===== src/rtl/mem_bus_pkg.sv =====
// Shared encodings for the fetch / load-store memory arbiter.
package mem_bus_pkg;

  typedef enum logic [1:0] {
    IDLE  = 2'd0,
    ISSUE = 2'd1,
    WAIT  = 2'd2,
    RESP  = 2'd3
  } arb_state_e;

  localparam logic       GNT_IF   = 1'b0;
  localparam logic       GNT_D    = 1'b1;
  localparam logic [3:0] BE_WORD  = 4'hF;
  localparam int         STREAK_W = 4;

  function automatic logic [STREAK_W-1:0] streak_inc(input logic [STREAK_W-1:0] cur,
                                                     input logic [STREAK_W-1:0] lim);
    logic [STREAK_W-1:0] nxt;
    if (cur >= lim) begin
      nxt = lim;
    end else begin
      nxt = cur + 4'd1;
    end
    return nxt;
  endfunction

endpackage


===== src/rtl/mem_arb_grant_sel.sv =====
// Grant decision between fetch and data, with the fetch starvation streak counter.
module mem_arb_grant_sel
  import mem_bus_pkg::*;
#(
  parameter int STREAK_MAX = 4
) (
  input  logic clk,
  input  logic cpu_resetn,
  input  logic if_req,
  input  logic d_req,
  input  logic idle,
  output logic grant,
  output logic grant_valid
);

  localparam logic [STREAK_W-1:0] STREAK_LIM = STREAK_W'(STREAK_MAX);

  logic [STREAK_W-1:0] streak_r;
  logic                force_if_s;

  // data normally wins; fetch wins once data has taken STREAK_MAX grants in a row
  always_comb begin
    force_if_s  = (streak_r == STREAK_LIM);
    grant_valid = idle & (if_req | d_req);
    if (d_req && !(if_req && force_if_s)) begin
      grant = GNT_D;
    end else begin
      grant = GNT_IF;
    end
  end

  // streak only moves in IDLE, where the grant is actually taken
  always_ff @(posedge clk or negedge cpu_resetn) begin
    if (!cpu_resetn) begin
      streak_r <= '0;
    end else if (idle) begin
      if (!if_req || (grant == GNT_IF)) begin
        streak_r <= '0;
      end else begin
        streak_r <= streak_inc(streak_r, STREAK_LIM);
      end
    end
  end

endmodule


===== src/rtl/mem_bus_arbiter.sv =====
// Fixed-latency arbiter sharing one single-port memory between fetch and load/store.
// Optional stall counters are built when MEM_BUS_ARB_PERF_CNT_EN is defined.
module mem_bus_arbiter
  import mem_bus_pkg::*;
#(
  parameter int ADDR_W     = 32,
  parameter int MEM_LAT    = 1,
  parameter int STREAK_MAX = 4
) (
  input  logic              clk,
  input  logic              cpu_resetn,
  input  logic              if_req,
  input  logic [ADDR_W-1:0] if_addr,
  output logic              if_ack,
  output logic [31:0]       if_rdata,
  input  logic              d_req,
  input  logic              d_we,
  input  logic [3:0]        d_be,
  input  logic [ADDR_W-1:0] d_addr,
  input  logic [31:0]       d_wdata,
  output logic              d_ack,
  output logic [31:0]       d_rdata,
  output logic              mem_en,
  output logic              mem_we,
  output logic [3:0]        mem_be,
  output logic [ADDR_W-1:0] mem_addr,
  output logic [31:0]       mem_wdata,
  input  logic [31:0]       mem_rdata
`ifdef MEM_BUS_ARB_PERF_CNT_EN
  ,
  output logic [31:0]       perf_if_stall,
  output logic [31:0]       perf_d_stall
`endif
);

  localparam logic [ADDR_W-1:0] ALIGN_MASK = {{(ADDR_W-2){1'b1}}, 2'b00};
  localparam logic [2:0]        LAT_LOAD   = 3'(MEM_LAT);

  arb_state_e state_r;
  logic       gnt_r;
  logic [2:0] cnt_r;
  logic       idle_s;
  logic       grant_s;
  logic       grant_valid_s;

  assign idle_s = (state_r == IDLE);

  mem_arb_grant_sel #(
    .STREAK_MAX (STREAK_MAX)
  ) u_grant_sel (
    .clk         (clk),
    .cpu_resetn  (cpu_resetn),
    .if_req      (if_req),
    .d_req       (d_req),
    .idle        (idle_s),
    .grant       (grant_s),
    .grant_valid (grant_valid_s)
  );

  // access FSM; every memory-side and response output is a register of this block
  always_ff @(posedge clk or negedge cpu_resetn) begin
    if (!cpu_resetn) begin
      state_r   <= IDLE;
      gnt_r     <= GNT_IF;
      cnt_r     <= 3'd0;
      mem_en    <= 1'b0;
      mem_we    <= 1'b0;
      mem_be    <= 4'h0;
      mem_addr  <= '0;
      mem_wdata <= 32'h0;
      if_ack    <= 1'b0;
      d_ack     <= 1'b0;
      if_rdata  <= 32'h0;
      d_rdata   <= 32'h0;
    end else begin
      case (state_r)
        IDLE: begin
          if (grant_valid_s) begin
            gnt_r   <= grant_s;
            mem_en  <= 1'b1;
            state_r <= ISSUE;
            if (grant_s == GNT_D) begin
              mem_we    <= d_we;
              mem_be    <= d_be;
              mem_addr  <= d_addr & ALIGN_MASK;
              mem_wdata <= d_wdata;
            end else begin
              mem_we    <= 1'b0;
              mem_be    <= BE_WORD;
              mem_addr  <= if_addr & ALIGN_MASK;
              mem_wdata <= 32'h0;
            end
          end
        end
        ISSUE: begin
          mem_en  <= 1'b0;
          cnt_r   <= LAT_LOAD;
          state_r <= WAIT;
        end
        WAIT: begin
          cnt_r <= cnt_r - 3'd1;
          if (cnt_r == 3'd1) begin
            state_r <= RESP;
            if (gnt_r == GNT_D) begin
              d_rdata <= mem_rdata;
              d_ack   <= 1'b1;
            end else begin
              if_rdata <= mem_rdata;
              if_ack   <= 1'b1;
            end
          end
        end
        RESP: begin
          if_ack  <= 1'b0;
          d_ack   <= 1'b0;
          state_r <= IDLE;
        end
        default: begin
          state_r <= IDLE;
        end
      endcase
    end
  end

`ifdef MEM_BUS_ARB_PERF_CNT_EN
  logic if_blk_s;
  logic d_blk_s;

  // a requester is stalled while the other one is taking or holding the bus
  always_comb begin
    if_blk_s = 1'b0;
    d_blk_s  = 1'b0;
    if (state_r == IDLE) begin
      if_blk_s = if_req & grant_valid_s & (grant_s == GNT_D);
      d_blk_s  = d_req & grant_valid_s & (grant_s == GNT_IF);
    end else begin
      if_blk_s = if_req & (gnt_r == GNT_D);
      d_blk_s  = d_req & (gnt_r == GNT_IF);
    end
  end

  // free-running stall counters, wrapping naturally at 2^32
  always_ff @(posedge clk or negedge cpu_resetn) begin
    if (!cpu_resetn) begin
      perf_if_stall <= 32'h0;
      perf_d_stall  <= 32'h0;
    end else begin
      if (if_blk_s) begin
        perf_if_stall <= perf_if_stall + 32'd1;
      end
      if (d_blk_s) begin
        perf_d_stall <= perf_d_stall + 32'd1;
      end
    end
  end
`endif

endmodule


===== config.mk =====
export PLATFORM = sky130hd
export DESIGN_NAME = mem_bus_arbiter
export DESIGN_NICKNAME = d
export VERILOG_FILES = /design/src/rtl/mem_bus_pkg.sv /design/src/rtl/mem_arb_grant_sel.sv /design/src/rtl/mem_bus_arbiter.sv
export SDC_FILE = /design/constraint.sdc
export NUM_CORES = 1
export LEC_CHECK = 0
export ABC_AREA = 1
export CAP_MARGIN = 20
export CORE_MARGIN = 1.5
export CORE_UTILIZATION = 42
export DETAILED_ROUTE_END_ITERATION = 16
export HOLD_SLACK_MARGIN = 0.1
export PLACE_DENSITY = 0.91
export SKIP_CTS_REPAIR_TIMING = 1
export SLEW_MARGIN = 20
export SYNTH_ARGS = -nofsm -noshare
export SYNTH_HDL_FRONTEND = slang
export SYNTH_SLANG_ARGS = --single-unit
export TNS_END_PERCENT = 1

===== constraint.sdc =====
create_clock -name clk -period 2.2 [get_ports clk]
set_input_delay 0.55 -clock clk [delete_from_list [all_inputs] [get_ports clk]]
set_output_delay 0.55 -clock clk [all_outputs]
set_load 0.005 [all_outputs]

==> metrics.txt <==
Post-Route WL 16500 µm; Die Span Y about 120 µm; CP Capture Type output pin; Post-Layout Cell Count 1200; core footprint around 14000 µm²; Synth Warn # 0; Yosys cell types 22; initial core utilization 0.428; crit-path cells clkdlybuf4s50_1; CP max-delay cell clkdlybuf4s50_1; Syn-to-layout area delta 56.8%; Antenna Nets Post-Route 0; Buf/Inv on CP 1; Top Ports between 200 and 300; Global Route Usage Sum 0.217; via count about 5700; RSZ-0062 raised after global routing false; first-pass GRT wire length around 27000 µm; synthesized flop and latch total about 140; hold crit path type flip-flop to flip-flop; Root Buffer clkbuf_16; largest net degree at the start of global routing 67; DP Wirelength 11600 µm; CTS tree built; nets between 1000 and 1500; Placed Cells between 1000 and 1500; count of final setup violators 0; Crit path max-delay family buffers and inverters; clk_lat worst skew ~0.42 ns; multi-input logic area between 1500 and 2000 µm²; Die W 124 µm; Fill cells between 1000 and 1500; H-tree depth 4; final worst path period need ~1.9 ns; setup total negative slack 0 ns; Final period util 0.854; syn_area_per_cell about 8.3 µm²; Clock transition at path regs about 0.060 ns; status complete, no violations; max cap viols 0; Worst VDD drop around 630 µV; ant diodes 0; share of layout cells above drive strength 1 0.0522; Slew Viols, Final 0; CTS Buffer Depth 2; critical path class flip-flop to output pin; CP startpoint kind flip-flop; die area roughly 15000 µm²; Pleak 4.90 nW; Pwr per Cell Area between 1000 and 1500 nW/µm²; Clock Skews between 0.005 and 0.006 ns; drt first pass iters 4; share of the yosys chip area belonging to registers 0.584; Seq. cell area ~3600 µm²; CP max stage delay approximately 0.52 ns; WL per Instance between 10 and 15 µm; Final GP Congestion ~0.8; most frequent cells in the layout nand2_1, clkdlybuf4s50_1, dfrtp_1; Rows 44; WP data required around 1.7 ns; Fmax roughly 530 MHz; most common cell after layout, fill and taps aside nand2_1; vias in the first global route approximately 5600; DR iter-0 viols between 300 and 400; I/O Buffers around 270; Worst Path Arrival 1.33 ns; crit path max fanout 2; Via-to-Cell Ratio between 4 and 5; WHS 0.475 ns; Post-route DRC 0; post-synthesis cell area approximately 6200 µm²; Num CTS Buffers 17; Cells after Synth between 700 and 800; clk sinks about 140; initial antenna violation count 0; grt ovf 0; Final Hold Fails 0
==> Yosys cell counts (all sizes together) <==
| library cell | number | area [µm²] |
|---|---|---|
| o21ai | 79 | 395 |
| nand4 | 1 | 6.26 |
| o22ai | 1 | 6.26 |
| inv | 111 | 417 |
| buf | 22 | 114 |
| nand3b | 1 | 7.51 |
| a21oi | 2 | 21.3 |
| nand2 | 277 | 1040 |
| conb | 1 | 3.75 |
| a211oi | 1 | 7.51 |
| nor2 | 8 | 32.5 |
| ha | 9 | 113 |
| clkbuf | 17 | 63.8 |
| dfrtp | 144 | 3600 |
| and3 | 1 | 6.26 |
| nand3 | 66 | 330 |
==> routing by layer <==
layer,vias up,share of wire,global-route usage
li1,2778,-,-
met1,2637,0.42,0.257
met2,212,0.49,0.366
met3,38,0.061,0.0655
met4,0,0.028,0.0947
met5,-,0,0
==> worst paths after layout <==
| check | start | end | slack, ns | cells after the start |
|---|---|---|---|---|
| min in group asynchronous | cpu_resetn | if_rdata[15] | 0.57 | 2 |
| max in group asynchronous | cpu_resetn | d_rdata[20] | 0.99 | 3 |
| worst min register to register | mem_wdata[25] | mem_wdata[25] | 0.47 | 2 |
| worst max register to register | state_r[0] | mem_addr[18] | 0.43 | 7 |
| worst max-delay path | mem_addr[20] | mem_addr[20] | 0.32 | 1 |
| worst min-delay path | mem_wdata[25] | mem_wdata[25] | 0.47 | 2 |
==> per-stage QoR <==
step	power, W	utilization	cell area, µm²	setup WS, ns
5_1_grt	0.0136	0.671	9680	0.269
6_report	0.0127	0.671	9680	0.322
4_1_cts	0.0129	0.670	9670	0.292
2_1_floorplan	0.00662	-	6170	0.565
3_5_place_dp	0.00995	0.630	9090	0.170
3_3_place_gp	0.00973	0.630	9090	0.196
==> sequential cells by signal (all words and copies together), names as in the netlist <==
signal,cells
cnt_r,3
d_ack,1
d_rdata,32
gnt_r,1
if_ack,1
if_rdata,32
mem_addr,30
mem_be,4
mem_en,1
mem_wdata,32
mem_we,1
state_r,2
u_grant_sel.streak_r,4
==> power breakdown <==
group / internal (W) / switching (W)
clock: 0.00169 / 0.00112
sequential: 0.00391 / 0.000707
combinational: 0.00302 / 0.00230
total: 0.00862 / 0.00412
==> layout make-up <==
cell class / instances / share of cell area
timing repair buffer: 281 / 0.296
sequential: 144 / 0.372
clock inverter: 14 / 0.0145
tap: 184 / 0.0238
clock buffer: 18 / 0.0454
inverter: 111 / 0.0431
multi-input combinational: 448 / 0.205
==> logic make-up after synthesis <==
group	share of synthesized area
simple gates	0.231
buf+inv	0.0963
flops	0.584
compound gates	0.0698
fa+ha+maj	0.0183
other cells	0.000608
==> worst min-delay path, stage by stage, from the launching register on <==
cell and delay, ns:
dfrtp_1 0.34, nand2_1 0.05, nand2_1 0.05
Note: power is estimated with default switching activity, not from simulation.
